**config.mk**
```make
export PLATFORM = sky130hd
export DESIGN_NAME = id_ex_reg_flat
export DESIGN_NICKNAME = d
export VERILOG_FILES = /design/src/rtl/id_ex_reg_pkg.sv /design/src/rtl/id_ex_reg_if.sv /design/src/rtl/id_ex_reg_load_use_detect.sv /design/src/rtl/id_ex_reg.sv /design/src/flat_wrapper.sv
export SDC_FILE = /design/constraint.sdc
export NUM_CORES = 1
export LEC_CHECK = 0
export ABC_CLOCK_PERIOD_IN_PS = 6500
export BUFFER_PORTS_ARGS = -buffer_cell sky130_fd_sc_hd__buf_2
export CAP_MARGIN = 20
export CELL_PAD_IN_SITES_DETAIL_PLACEMENT = 0
export CELL_PAD_IN_SITES_GLOBAL_PLACEMENT = 2
export CORE_MARGIN = 2
export CORE_UTILIZATION = 28
export DETAILED_ROUTE_END_ITERATION = 16
export GPL_TIMING_DRIVEN = 0
export PLACE_DENSITY = 0.91
export SETUP_SLACK_MARGIN = 0.1
export SLEW_MARGIN = 30
export SYNTH_ARGS = -nofsm -noshare
export SYNTH_HDL_FRONTEND = slang
export SYNTH_SLANG_ARGS = --single-unit
```
**constraint.sdc**
```tcl
create_clock -name i_clock -period 6.5 [get_ports i_clock]
set_input_delay 0.975 -clock i_clock [delete_from_list [all_inputs] [get_ports i_clock]]
set_output_delay 0.975 -clock i_clock [all_outputs]
set_load 0.02 [all_outputs]
```
**src/rtl/id_ex_reg_pkg.sv**
```systemverilog
// Shared widths, control-word layout and stage actions for the ID/EX pipeline register.
// The bubble constants define what EX sees when no real instruction is present.
package id_ex_reg_pkg;

  localparam int NB_DATA   = 32;
  localparam int NB_REG    = 5;
  localparam int NB_OPCODE = 6;
  localparam int NB_CNT    = 16;

  localparam logic [NB_OPCODE-1:0] ALU_OP_NOP = '0;

  typedef struct packed {
    logic reg_dest;
    logic alu_src;
    logic mem_read;
    logic mem_write;
    logic branch;
    logic reg_write;
    logic mem_to_reg;
    logic byte_en;
    logic halfword_en;
    logic word_en;
    logic jr_jalr;
  } ctrl_t;

  localparam ctrl_t CTRL_BUBBLE = '0;

  // What the stage does on the next rising edge, in decreasing priority.
  typedef enum logic [1:0] {
    ACT_HOLD,
    ACT_FLUSH,
    ACT_STALL,
    ACT_CAPTURE
  } action_e;

endpackage

```
**src/rtl/id_ex_reg_if.sv**
```systemverilog
// Bundle of ID-side inputs and EX-side outputs of the ID/EX register.
// The slave modport is the register itself; master is whoever drives ID.
interface id_ex_reg_if #(
  parameter int NB_DATA   = id_ex_reg_pkg::NB_DATA,
  parameter int NB_REG    = id_ex_reg_pkg::NB_REG,
  parameter int NB_OPCODE = id_ex_reg_pkg::NB_OPCODE,
  parameter int NB_CNT    = id_ex_reg_pkg::NB_CNT
);

  logic                 i_enable;
  logic                 i_flush;
  logic                 i_reg_dest, i_alu_src, i_mem_read, i_mem_write, i_branch, i_reg_write;
  logic                 i_mem_to_reg, i_byte_en, i_halfword_en, i_word_en, i_jr_jalr;
  logic [NB_OPCODE-1:0] i_alu_op;
  logic [NB_DATA-1:0]   i_pc, i_data_a, i_data_b, i_immediate;
  logic [NB_REG-1:0]    i_rs, i_rt, i_rd;

  logic                 o_reg_dest, o_alu_src, o_mem_read, o_mem_write, o_branch, o_reg_write;
  logic                 o_mem_to_reg, o_byte_en, o_halfword_en, o_word_en, o_jr_jalr;
  logic [NB_OPCODE-1:0] o_alu_op;
  logic [NB_DATA-1:0]   o_pc, o_data_a, o_data_b, o_immediate;
  logic [NB_REG-1:0]    o_rs, o_rt, o_rd;
  logic                 o_valid;
  logic                 o_stall;
  logic [NB_CNT-1:0]    o_bubble_count;

  modport slave (
    input  i_enable, i_flush,
    input  i_reg_dest, i_alu_src, i_mem_read, i_mem_write, i_branch, i_reg_write,
    input  i_mem_to_reg, i_byte_en, i_halfword_en, i_word_en, i_jr_jalr,
    input  i_alu_op, i_pc, i_data_a, i_data_b, i_immediate, i_rs, i_rt, i_rd,
    output o_reg_dest, o_alu_src, o_mem_read, o_mem_write, o_branch, o_reg_write,
    output o_mem_to_reg, o_byte_en, o_halfword_en, o_word_en, o_jr_jalr,
    output o_alu_op, o_pc, o_data_a, o_data_b, o_immediate, o_rs, o_rt, o_rd,
    output o_valid, o_stall, o_bubble_count
  );

  modport master (
    output i_enable, i_flush,
    output i_reg_dest, i_alu_src, i_mem_read, i_mem_write, i_branch, i_reg_write,
    output i_mem_to_reg, i_byte_en, i_halfword_en, i_word_en, i_jr_jalr,
    output i_alu_op, i_pc, i_data_a, i_data_b, i_immediate, i_rs, i_rt, i_rd,
    input  o_reg_dest, o_alu_src, o_mem_read, o_mem_write, o_branch, o_reg_write,
    input  o_mem_to_reg, o_byte_en, o_halfword_en, o_word_en, o_jr_jalr,
    input  o_alu_op, o_pc, o_data_a, o_data_b, o_immediate, o_rs, o_rt, o_rd,
    input  o_valid, o_stall, o_bubble_count
  );

endinterface

```
**src/rtl/id_ex_reg_load_use_detect.sv**
```systemverilog
// Load-use comparator: a load in EX whose destination is read by the instruction in ID.
// A destination of $zero never creates a dependency.
module id_ex_reg_load_use_detect #(
  parameter int NB_REG = id_ex_reg_pkg::NB_REG
) (
  input  logic              ex_valid_i,
  input  logic              ex_mem_read_i,
  input  logic [NB_REG-1:0] ex_rt_i,
  input  logic [NB_REG-1:0] id_rs_i,
  input  logic [NB_REG-1:0] id_rt_i,
  output logic              hz_o
);

  logic rt_nonzero;
  logic rt_match;

  assign rt_nonzero = |ex_rt_i;
  assign rt_match   = (ex_rt_i == id_rs_i) | (ex_rt_i == id_rt_i);
  assign hz_o       = ex_valid_i & ex_mem_read_i & rt_nonzero & rt_match;

endmodule

```
**src/rtl/id_ex_reg.sv**
```systemverilog
// ID/EX pipeline register with load-use stall, bubble injection and a
// saturating bubble counter for the debug unit.
module id_ex_reg #(
  parameter int NB_DATA   = id_ex_reg_pkg::NB_DATA,
  parameter int NB_REG    = id_ex_reg_pkg::NB_REG,
  parameter int NB_OPCODE = id_ex_reg_pkg::NB_OPCODE,
  parameter int NB_CNT    = id_ex_reg_pkg::NB_CNT
) (
  input  logic       i_clock,
  input  logic       i_reset,
  id_ex_reg_if.slave bus
);

  import id_ex_reg_pkg::*;

  ctrl_t                ctrl_in, ctrl_q, ctrl_d;
  logic [NB_OPCODE-1:0] alu_op_q, alu_op_d;
  logic [NB_DATA-1:0]   pc_q, pc_d;
  logic [NB_DATA-1:0]   data_a_q, data_a_d;
  logic [NB_DATA-1:0]   data_b_q, data_b_d;
  logic [NB_DATA-1:0]   imm_q, imm_d;
  logic [NB_REG-1:0]    rs_q, rs_d;
  logic [NB_REG-1:0]    rt_q, rt_d;
  logic [NB_REG-1:0]    rd_q, rd_d;
  logic                 valid_q, valid_d;
  logic [NB_CNT-1:0]    cnt_q, cnt_d;
  logic                 hz;
  action_e              action;

  assign ctrl_in = '{
    reg_dest:    bus.i_reg_dest,
    alu_src:     bus.i_alu_src,
    mem_read:    bus.i_mem_read,
    mem_write:   bus.i_mem_write,
    branch:      bus.i_branch,
    reg_write:   bus.i_reg_write,
    mem_to_reg:  bus.i_mem_to_reg,
    byte_en:     bus.i_byte_en,
    halfword_en: bus.i_halfword_en,
    word_en:     bus.i_word_en,
    jr_jalr:     bus.i_jr_jalr
  };

  id_ex_reg_load_use_detect #(
    .NB_REG (NB_REG)
  ) u_load_use_detect (
    .ex_valid_i    (valid_q),
    .ex_mem_read_i (ctrl_q.mem_read),
    .ex_rt_i       (rt_q),
    .id_rs_i       (bus.i_rs),
    .id_rt_i       (bus.i_rt),
    .hz_o          (hz)
  );

  // A flush already squashes ID, so it must not also hold PC and IF/ID.
  assign bus.o_stall = hz & bus.i_enable & ~bus.i_flush;

  always_comb begin
    action = ACT_CAPTURE;
    if (!bus.i_enable) begin
      action = ACT_HOLD;
    end else if (bus.i_flush) begin
      action = ACT_FLUSH;
    end else if (hz) begin
      action = ACT_STALL;
    end
  end

  always_comb begin
    // NOTE: every next-state signal is given a hold default first so no latch is inferred.
    ctrl_d   = ctrl_q;
    alu_op_d = alu_op_q;
    pc_d     = pc_q;
    data_a_d = data_a_q;
    data_b_d = data_b_q;
    imm_d    = imm_q;
    rs_d     = rs_q;
    rt_d     = rt_q;
    rd_d     = rd_q;
    valid_d  = valid_q;
    cnt_d    = cnt_q;

    unique case (action)
      ACT_HOLD: begin
      end
      ACT_FLUSH, ACT_STALL: begin
        ctrl_d   = CTRL_BUBBLE;
        alu_op_d = NB_OPCODE'(ALU_OP_NOP);
        pc_d     = '0;
        data_a_d = '0;
        data_b_d = '0;
        imm_d    = '0;
        rs_d     = '0;
        rt_d     = '0;
        rd_d     = '0;
        valid_d  = 1'b0;
        // Only hazard bubbles are counted; the counter sticks at all-ones.
        if ((action == ACT_STALL) && (cnt_q != '1)) begin
          cnt_d = cnt_q + NB_CNT'(1);
        end
      end
      ACT_CAPTURE: begin
        ctrl_d   = ctrl_in;
        alu_op_d = bus.i_alu_op;
        pc_d     = bus.i_pc;
        data_a_d = bus.i_data_a;
        data_b_d = bus.i_data_b;
        imm_d    = bus.i_immediate;
        rs_d     = bus.i_rs;
        rt_d     = bus.i_rt;
        rd_d     = bus.i_rd;
        valid_d  = 1'b1;
      end
      default: begin
      end
    endcase
  end

  always_ff @(posedge i_clock or negedge i_reset) begin
    if (!i_reset) begin
      // NOTE: non-blocking so every register samples pre-edge values of its peers.
      ctrl_q   <= CTRL_BUBBLE;
      alu_op_q <= '0;
      pc_q     <= '0;
      data_a_q <= '0;
      data_b_q <= '0;
      imm_q    <= '0;
      rs_q     <= '0;
      rt_q     <= '0;
      rd_q     <= '0;
      valid_q  <= 1'b0;
      cnt_q    <= '0;
    end else begin
      ctrl_q   <= ctrl_d;
      alu_op_q <= alu_op_d;
      pc_q     <= pc_d;
      data_a_q <= data_a_d;
      data_b_q <= data_b_d;
      imm_q    <= imm_d;
      rs_q     <= rs_d;
      rt_q     <= rt_d;
      rd_q     <= rd_d;
      valid_q  <= valid_d;
      cnt_q    <= cnt_d;
    end
  end

  assign bus.o_reg_dest     = ctrl_q.reg_dest;
  assign bus.o_alu_src      = ctrl_q.alu_src;
  assign bus.o_mem_read     = ctrl_q.mem_read;
  assign bus.o_mem_write    = ctrl_q.mem_write;
  assign bus.o_branch       = ctrl_q.branch;
  assign bus.o_reg_write    = ctrl_q.reg_write;
  assign bus.o_mem_to_reg   = ctrl_q.mem_to_reg;
  assign bus.o_byte_en      = ctrl_q.byte_en;
  assign bus.o_halfword_en  = ctrl_q.halfword_en;
  assign bus.o_word_en      = ctrl_q.word_en;
  assign bus.o_jr_jalr      = ctrl_q.jr_jalr;
  assign bus.o_alu_op       = alu_op_q;
  assign bus.o_pc           = pc_q;
  assign bus.o_data_a       = data_a_q;
  assign bus.o_data_b       = data_b_q;
  assign bus.o_immediate    = imm_q;
  assign bus.o_rs           = rs_q;
  assign bus.o_rt           = rt_q;
  assign bus.o_rd           = rd_q;
  assign bus.o_valid        = valid_q;
  assign bus.o_bubble_count = cnt_q;

endmodule

```
**src/flat_wrapper.sv**
```systemverilog
// flat-port wrapper written by rule: the top's interface ports become plain ports
module id_ex_reg_flat import id_ex_reg_pkg::*;
#(
  parameter int NB_DATA   = id_ex_reg_pkg::NB_DATA,
  parameter int NB_REG    = id_ex_reg_pkg::NB_REG,
  parameter int NB_OPCODE = id_ex_reg_pkg::NB_OPCODE,
  parameter int NB_CNT    = id_ex_reg_pkg::NB_CNT
)
  (i_clock, i_reset, bus_i_enable, bus_i_flush, bus_i_reg_dest, bus_i_alu_src, bus_i_mem_read, bus_i_mem_write, bus_i_branch, bus_i_reg_write, bus_i_mem_to_reg, bus_i_byte_en, bus_i_halfword_en, bus_i_word_en, bus_i_jr_jalr, bus_i_alu_op, bus_i_pc, bus_i_data_a, bus_i_data_b, bus_i_immediate, bus_i_rs, bus_i_rt, bus_i_rd, bus_o_reg_dest, bus_o_alu_src, bus_o_mem_read, bus_o_mem_write, bus_o_branch, bus_o_reg_write, bus_o_mem_to_reg, bus_o_byte_en, bus_o_halfword_en, bus_o_word_en, bus_o_jr_jalr, bus_o_alu_op, bus_o_pc, bus_o_data_a, bus_o_data_b, bus_o_immediate, bus_o_rs, bus_o_rt, bus_o_rd, bus_o_valid, bus_o_stall, bus_o_bubble_count);
  id_ex_reg_if #(.NB_DATA(NB_DATA), .NB_REG(NB_REG), .NB_OPCODE(NB_OPCODE), .NB_CNT(NB_CNT)) bus_i ();
  input  logic i_clock;
  input  logic i_reset;
  input wire logic [$bits(bus_i.i_enable)-1:0] bus_i_enable;
  input wire logic [$bits(bus_i.i_flush)-1:0] bus_i_flush;
  input wire logic [$bits(bus_i.i_reg_dest)-1:0] bus_i_reg_dest;
  input wire logic [$bits(bus_i.i_alu_src)-1:0] bus_i_alu_src;
  input wire logic [$bits(bus_i.i_mem_read)-1:0] bus_i_mem_read;
  input wire logic [$bits(bus_i.i_mem_write)-1:0] bus_i_mem_write;
  input wire logic [$bits(bus_i.i_branch)-1:0] bus_i_branch;
  input wire logic [$bits(bus_i.i_reg_write)-1:0] bus_i_reg_write;
  input wire logic [$bits(bus_i.i_mem_to_reg)-1:0] bus_i_mem_to_reg;
  input wire logic [$bits(bus_i.i_byte_en)-1:0] bus_i_byte_en;
  input wire logic [$bits(bus_i.i_halfword_en)-1:0] bus_i_halfword_en;
  input wire logic [$bits(bus_i.i_word_en)-1:0] bus_i_word_en;
  input wire logic [$bits(bus_i.i_jr_jalr)-1:0] bus_i_jr_jalr;
  input wire logic [$bits(bus_i.i_alu_op)-1:0] bus_i_alu_op;
  input wire logic [$bits(bus_i.i_pc)-1:0] bus_i_pc;
  input wire logic [$bits(bus_i.i_data_a)-1:0] bus_i_data_a;
  input wire logic [$bits(bus_i.i_data_b)-1:0] bus_i_data_b;
  input wire logic [$bits(bus_i.i_immediate)-1:0] bus_i_immediate;
  input wire logic [$bits(bus_i.i_rs)-1:0] bus_i_rs;
  input wire logic [$bits(bus_i.i_rt)-1:0] bus_i_rt;
  input wire logic [$bits(bus_i.i_rd)-1:0] bus_i_rd;
  output wire logic [$bits(bus_i.o_reg_dest)-1:0] bus_o_reg_dest;
  output wire logic [$bits(bus_i.o_alu_src)-1:0] bus_o_alu_src;
  output wire logic [$bits(bus_i.o_mem_read)-1:0] bus_o_mem_read;
  output wire logic [$bits(bus_i.o_mem_write)-1:0] bus_o_mem_write;
  output wire logic [$bits(bus_i.o_branch)-1:0] bus_o_branch;
  output wire logic [$bits(bus_i.o_reg_write)-1:0] bus_o_reg_write;
  output wire logic [$bits(bus_i.o_mem_to_reg)-1:0] bus_o_mem_to_reg;
  output wire logic [$bits(bus_i.o_byte_en)-1:0] bus_o_byte_en;
  output wire logic [$bits(bus_i.o_halfword_en)-1:0] bus_o_halfword_en;
  output wire logic [$bits(bus_i.o_word_en)-1:0] bus_o_word_en;
  output wire logic [$bits(bus_i.o_jr_jalr)-1:0] bus_o_jr_jalr;
  output wire logic [$bits(bus_i.o_alu_op)-1:0] bus_o_alu_op;
  output wire logic [$bits(bus_i.o_pc)-1:0] bus_o_pc;
  output wire logic [$bits(bus_i.o_data_a)-1:0] bus_o_data_a;
  output wire logic [$bits(bus_i.o_data_b)-1:0] bus_o_data_b;
  output wire logic [$bits(bus_i.o_immediate)-1:0] bus_o_immediate;
  output wire logic [$bits(bus_i.o_rs)-1:0] bus_o_rs;
  output wire logic [$bits(bus_i.o_rt)-1:0] bus_o_rt;
  output wire logic [$bits(bus_i.o_rd)-1:0] bus_o_rd;
  output wire logic [$bits(bus_i.o_valid)-1:0] bus_o_valid;
  output wire logic [$bits(bus_i.o_stall)-1:0] bus_o_stall;
  output wire logic [$bits(bus_i.o_bubble_count)-1:0] bus_o_bubble_count;
  assign bus_i.i_enable = bus_i_enable;
  assign bus_i.i_flush = bus_i_flush;
  assign bus_i.i_reg_dest = bus_i_reg_dest;
  assign bus_i.i_alu_src = bus_i_alu_src;
  assign bus_i.i_mem_read = bus_i_mem_read;
  assign bus_i.i_mem_write = bus_i_mem_write;
  assign bus_i.i_branch = bus_i_branch;
  assign bus_i.i_reg_write = bus_i_reg_write;
  assign bus_i.i_mem_to_reg = bus_i_mem_to_reg;
  assign bus_i.i_byte_en = bus_i_byte_en;
  assign bus_i.i_halfword_en = bus_i_halfword_en;
  assign bus_i.i_word_en = bus_i_word_en;
  assign bus_i.i_jr_jalr = bus_i_jr_jalr;
  assign bus_i.i_alu_op = bus_i_alu_op;
  assign bus_i.i_pc = bus_i_pc;
  assign bus_i.i_data_a = bus_i_data_a;
  assign bus_i.i_data_b = bus_i_data_b;
  assign bus_i.i_immediate = bus_i_immediate;
  assign bus_i.i_rs = bus_i_rs;
  assign bus_i.i_rt = bus_i_rt;
  assign bus_i.i_rd = bus_i_rd;
  assign bus_o_reg_dest = bus_i.o_reg_dest;
  assign bus_o_alu_src = bus_i.o_alu_src;
  assign bus_o_mem_read = bus_i.o_mem_read;
  assign bus_o_mem_write = bus_i.o_mem_write;
  assign bus_o_branch = bus_i.o_branch;
  assign bus_o_reg_write = bus_i.o_reg_write;
  assign bus_o_mem_to_reg = bus_i.o_mem_to_reg;
  assign bus_o_byte_en = bus_i.o_byte_en;
  assign bus_o_halfword_en = bus_i.o_halfword_en;
  assign bus_o_word_en = bus_i.o_word_en;
  assign bus_o_jr_jalr = bus_i.o_jr_jalr;
  assign bus_o_alu_op = bus_i.o_alu_op;
  assign bus_o_pc = bus_i.o_pc;
  assign bus_o_data_a = bus_i.o_data_a;
  assign bus_o_data_b = bus_i.o_data_b;
  assign bus_o_immediate = bus_i.o_immediate;
  assign bus_o_rs = bus_i.o_rs;
  assign bus_o_rt = bus_i.o_rt;
  assign bus_o_rd = bus_i.o_rd;
  assign bus_o_valid = bus_i.o_valid;
  assign bus_o_stall = bus_i.o_stall;
  assign bus_o_bubble_count = bus_i.o_bubble_count;
  id_ex_reg #(.NB_DATA(NB_DATA), .NB_REG(NB_REG), .NB_OPCODE(NB_OPCODE), .NB_CNT(NB_CNT)) u_core (.i_clock(i_clock), .i_reset(i_reset), .bus(bus_i));
endmodule
```
==> impl_metrics.toml, run 1 <==
[status]
status = "complete, no violations"

[logic_synthesis]
ys.flop_type = "dfrtp_1"
yosysTopAreaCell = "dfrtp_1"
async_flop_share_pct = 100
ys_ff_latch = 177
syn_avg_cell_area_um2 = 9.20
synth_edf_count = 0
yosys-top-cells-area = "dfrtp_1 61%, nand2_1 17%, o21ai_0 11%"
netlist_instances = 794
synth_nets = 962
synth_top_area_share_pct = 60.7
ys_seq_area_share_pct = 60.7
synth_area_um2 = 7300
synthDistinctLibCells = 37
ys.warnings.count = 0

[clock_network]
clk_root_buffer_cell = "clkbuf_16"
clock_latency_ns = 0.43
cts_max_path_buffers = 2
cts_resized = 0
clk_pin_slew_ns = 0.08
clock-sinks = 177
cts_setup_buffers = 0
htreeDepth = 4
cts_tree = "yes"
hold_buffers = 0
cts_inserted_buffers = 17

[floorplanning]
core_um2 = 25800
fp.dieH_um = 165
rows = 59
num_io_pins = 342
initial_core_util_pct = 28.3
dieArea_um2 = 27400
die_w_um = 165

[sta]
report.final.slew_viol_count = 0
tightest_slew_ns = 0.811
rsz0062_at_grt = "no"
fin_tns_setup_ns = 0
hold_violations = 0
finalWorstSetupSlack_ns = 2.83
min_period_over_period_pct = 56.4
timing.fmax_ghz = 0.273
fin_crit_ns = 3.67
setup_viol = 0
max_slew_margin_pct = 45.9
skew_ns = 0.0101

[layout]
final_cells = 1509
nNetsFinal = 1324
fill_cells = 2714
final_common_cell = "buf_2"
syn2layout_area_growth_pct = 38.5
layout-drive-gt1-share_pct = 33.1
final_cell_mix = "341 x buf_2, 324 x nand2_1, 177 x dfrtp_1"

[setup_path]
path_max_fanout = 10
cp.arrival_ns = 4.01
end_kind = "flop"
setup.worst_path.class = "input pin to flop"
startpoint_type = "input pin"
r2r_cells = 10
worst-endpoint-required_ns = 6.85
r2r_slack_ns = 3.01

[drt]
drc_errors = 0
drt-vias-per-instance = 4.46
drt-total-wl_mm = 24.3
vias = 6727
first_pass_iters = 4
drt-initial-drc-count = 341
drtAntennaViolNets = 0
avgRoutedWirePerCell_um = 16.1

[place]
gp_congestion = 0.762
port_buffers = 341
dp.cells = 1472
dpl.hpwl_mm = 17.9
pre_cts_ws_ns = 2.26

[power_and_ir_drop]
p_leak_nw = 5.19
p_total_mw = 2.59
peakVddDrop_uv = 117
power.density_nw_per_um2 = 256

[min_path]
hp-class = "input pin to async pin"

[run]
cap_viol_max_count = 0

[grt]
grt_start_max_net_pins = 82
grt_usage_pct = 17.6
grt_pass1_wl_mm = 37.4
gr-total-overflow = 0
antenna_found_initial = 5
grt_pass1_vias = 6682
worst max-delay path, cell delays in order:
cell and delay (ns):
buf_2 0.11, xor2_1 0.13, nor3_1 0.21, a22oi_1 0.16
o21ai_0 0.28, ha_1 0.29, clkbuf_1 0.52, clkbuf_1 0.68
clkbuf_1 0.44, nand2_1 0.11, o21ai_0 0.09
cells by family after synthesis:
logic type,share of synthesized area [%]
compound gates,12.2
mux,0.360
xor+xnor,2.88
buf+inv,3.00
fa+ha+maj,0.685
flops,60.7
simple gates,20.3
routing by layer:
layer / global-route usage (%) / part of all wire, %
met1: 22.9 / 42
met2: 28.5 / 48
met3: 5.54 / 8.4
met4: 4.86 / 1.3
met5: 0 / 0
report_power, final:
| group | internal, mW | switching [mW] |
|---|---|---|
| registers | 1.15 | 0.0403 |
| clock network | 0.563 | 0.507 |
| logic | 0.115 | 0.215 |
cell type report:
type                       instances  area [µm²]  area share (%)
tap                              335         419            4.15
inverter                           2        7.51          0.0743
timing repair buffer             343        1770            17.5
sequential                       177        4430            43.8
buffer                            54         211            2.09
antenna                            5        12.5           0.124
multi-input combinational        561        2650            26.3
clock inverter                    14         165            1.63
clock buffer                      18         439            4.34
worst paths after layout:
kind,from,endpoint
min reg2reg,u_core.bus.o_pc[31]$_DFFE_PN0P_,u_core.bus.o_pc[31]$_DFFE_PN0P_
max reg2reg,u_core.bus.o_rt[2]$_DFFE_PN0P_,u_core.bus.o_data_b[11]$_DFFE_PN0P_
max in group asynchronous,i_reset,u_core.bus.o_data_a[3]$_DFFE_PN0P_
min in group i_clock,u_core.bus.o_pc[31]$_DFFE_PN0P_,u_core.bus.o_pc[31]$_DFFE_PN0P_
max,bus_i_rt[2],u_core.bus.o_data_b[11]$_DFFE_PN0P_
min,i_reset,u_core.bus.o_rs[3]$_DFFE_PN0P_
metrics by stage:
step / utilization (%) / cell area (µm²) / hold WS (ns)
2_1_floorplan: - / 7300 / 0.590
3_3_place_gp: 36.5 / 9430 / 0.461
3_5_place_dp: 36.7 / 9490 / 0.468
4_1_cts: 39.1 / 10100 / 0.395
5_1_grt: 39.1 / 10100 / 0.405
6_report: 39.1 / 10100 / 0.406
cells in the mapped netlist, types with 3 or more instances:
library cell,count
nor3_1,9
nor2_1,5
nand4_1,3
xnor2_1,4
nand2_1,324
o21ai_0,161
nand3_1,5
dfrtp_1,177
clkbuf_1,52
ha_1,4
xor2_1,20
Note: power is estimated with default switching activity, not from simulation.
==> run 2: changes to the inputs <==
--- a/config.mk
+++ b/config.mk
@@ -5,16 +5,16 @@
 export SDC_FILE = /design/constraint.sdc
 export NUM_CORES = 1
 export LEC_CHECK = 0
-export ABC_CLOCK_PERIOD_IN_PS = 6500
+export ABC_CLOCK_PERIOD_IN_PS = 3250
 export BUFFER_PORTS_ARGS = -buffer_cell sky130_fd_sc_hd__buf_2
 export CAP_MARGIN = 20
 export CELL_PAD_IN_SITES_DETAIL_PLACEMENT = 0
 export CELL_PAD_IN_SITES_GLOBAL_PLACEMENT = 2
 export CORE_MARGIN = 2
-export CORE_UTILIZATION = 28
+export CORE_UTILIZATION = 24
 export DETAILED_ROUTE_END_ITERATION = 16
 export GPL_TIMING_DRIVEN = 0
-export PLACE_DENSITY = 0.91
+export PLACE_DENSITY = 0.83
 export SETUP_SLACK_MARGIN = 0.1
 export SLEW_MARGIN = 30
 export SYNTH_ARGS = -nofsm -noshare
==> constraint.sdc (replaced) <==
create_clock -name i_clock -period 3.25 [get_ports i_clock]
set_input_delay 0.4875 -clock i_clock [delete_from_list [all_inputs] [get_ports i_clock]]
set_output_delay 0.4875 -clock i_clock [all_outputs]
set_load 0.02 [all_outputs]
==> run 2 against run 1 <==
Sequential share of layout area decreased by 0.60 points. Cell area up 1.4%. Critical path depth decreased by 2. Via count increased by 0.51%. Combinational power is 100% higher. Critical path type is now flop to flop. Hold slack got worse by 0.13 ns. Register-to-register slack worse by 2.8 ns. Worst setup slack lost 2.6 ns.
==> impl_metrics.toml, run 2 (synthesis results as in run 1) <==
[power_and_ir_drop]
p_switching_mw = 1.49
cell_internal_pwr_mw = 3.85
sw_frac_of_total_pct = 27.8
peakVddDrop_uv = 296
p_seq_share_pct = 44.5
clockPowerShare_pct = 42.9
p_leak_nw = 5.26
power.density_nw_per_um2 = 521
power_frac_comb_pct = 12.6

[drt]
drtAntennaViolNets = 0
drc_errors = 0
avgRoutedWirePerCell_um = 16.4
drt-initial-drc-count = 333
first_pass_iters = 5
drt-vias-per-instance = 4.32
vias = 6761
drt-total-wl_mm = 25.6

[place]
dp.cells = 1527
pre_cts_ws_ns = -0.707
gp_congestion = 0.765
port_buffers = 341
dpl.hpwl_mm = 18.9

[sta]
finalWorstSetupSlack_ns = 0.247
fin_crit_ns = 3.00
tightest_slew_ns = 0.574
report.final.slew_viol_count = 0
timing.fmax_ghz = 0.333
hold_violations = 0
min_period_over_period_pct = 92.4
skew_ns = 0.0149
setup_viol = 0
fin_tns_setup_ns = 0
max_slew_margin_pct = 61.7
holdWs_ns = 0.279
rsz0062_at_grt = "yes"

[grt]
antenna_found_initial = 3
grt_pass1_vias = 6874
grt_pass1_wl_mm = 39.3
grt_start_max_net_pins = 79
grt_usage_pct = 16.1
gr-total-overflow = 0

[clock_network]
clock-sinks = 177
cts_max_path_buffers = 2
htreeDepth = 4
clock_latency_ns = 0.44
cts_inserted_buffers = 17
clk_root_buffer_cell = "clkbuf_16"
cts_tree = "yes"
clk_pin_slew_ns = 0.08

[layout]
final_cell_mix = "342 x buf_2, 324 x nand2_1, 177 x dfrtp_1"
final_common_cell = "buf_2"
final_cells = 1564
nNetsFinal = 1325
fin_util_pct = 34.4
syn2layout_area_growth_pct = 40.4
layout-drive-gt1-share_pct = 34.4

[floorplanning]
num_io_pins = 342
rows = 63
dieArea_um2 = 31800
core_um2 = 29800
fp.dieH_um = 178
die_w_um = 178
initial_core_util_pct = 24.5

[setup_path]
path_max_fanout = 8
end_kind = "flop"
setup.worst_path.class = "flop to flop"
worst-endpoint-required_ns = 3.61
startpoint_type = "flop"
cp.arrival_ns = 3.36

[run]
cap_viol_max_count = 0

[status]
status = "complete, no violations"

[min_path]
hp-class = "input pin to flop"
-- run 2: cell count changes in the layout (fill, tap and decap cells not counted), sizes merged --
cell,delta
clkbuf,-5
inv,-4
dlygate4sd3,+1
buf,+5
bufinv,+3
clkinv,+1
diode,-1
-- run 2: path summary, 6_finish.rpt --
check | start | endpoint | slack (ns) | cells past startpoint
max | u_core.bus.o_rt[0]$_DFFE_PN0P_ | u_core.bus.o_bubble_count[15]$_DFFE_PN0P_ | 0.25 | 9
min | bus_i_data_a[14] | u_core.bus.o_data_a[14]$_DFFE_PN0P_ | 0.28 | 3
max reg2reg | u_core.bus.o_rt[0]$_DFFE_PN0P_ | u_core.bus.o_bubble_count[15]$_DFFE_PN0P_ | 0.25 | 9
min reg2reg | u_core.bus.o_pc[31]$_DFFE_PN0P_ | u_core.bus.o_pc[31]$_DFFE_PN0P_ | 0.48 | 2
max in group asynchronous | i_reset | u_core.bus.o_pc[26]$_DFFE_PN0P_ | 2.04 | 3
min in group asynchronous | i_reset | u_core.bus.o_rd[0]$_DFFE_PN0P_ | 0.50 | 2
-- run 2: metal layers --
| layer | part of all wire, % | global-route usage (%) |
|---|---|---|
| met2 | 47 | 25.4 |
| met5 | 0.051 | 0 |
| met1 | 44 | 21.1 |
| met4 | 1.9 | 5.83 |
| met3 | 6.9 | 4.43 |
-- run 2: area by class of cell --
| cell class | count | area, µm² |
|---|---|---|
| Sequential cell | 177 | 4430 |
| Fill cell | 3234 | 19500 |
| Antenna cell | 4 | 10.0 |
| Multi-Input combinational cell | 561 | 2660 |
| Tap cell | 390 | 488 |
| Clock buffer | 18 | 439 |
| Inverter | 2 | 7.51 |
| Buffer | 54 | 235 |
| Timing Repair Buffer | 344 | 1780 |
| Clock inverter | 14 | 200 |
-- run 2: repair_timing --
action                                  in CTS  in global routing
endpoints found under the hold margin       28                  0
hold buffers                                 1                  0
cloned                                       0                  0
resized for setup                           10                 21
setup buffers                                0                  0
endpoints found under the setup margin     100                117
-- run 2: through the flow --
step / power (mW) / area, µm²
finish: 5.34 / 10300
global route: 5.60 / 10200
CTS: 5.43 / 10200
detailed placement: 3.10 / 9560
global placement: 3.09 / 9500
floorplan: 2.72 / 7300
-- run 2: worst max-delay path: stages, from the launching register on --
cell       delay [ns]
dfrtp_1          0.44
or4_1            0.58
o2111ai_2        0.22
o21ai_0          0.16
ha_1             0.35
nand2b_4         0.15
buf_6            0.13
or3_4            0.40
a2111oi_4        0.35
xor2_1           0.16
-- run 2: power groups by stage --
stage | logic, mW | registers [mW] | clock network, mW
after global placement | 0.672 | 2.41 | 0
after CTS | 0.686 | 2.38 | 2.36
after global routing | 0.746 | 2.39 | 2.46
after floorplan | 0.193 | 2.53 | 0
after detailed placement | 0.683 | 2.42 | 0
final | 0.672 | 2.38 | 2.29
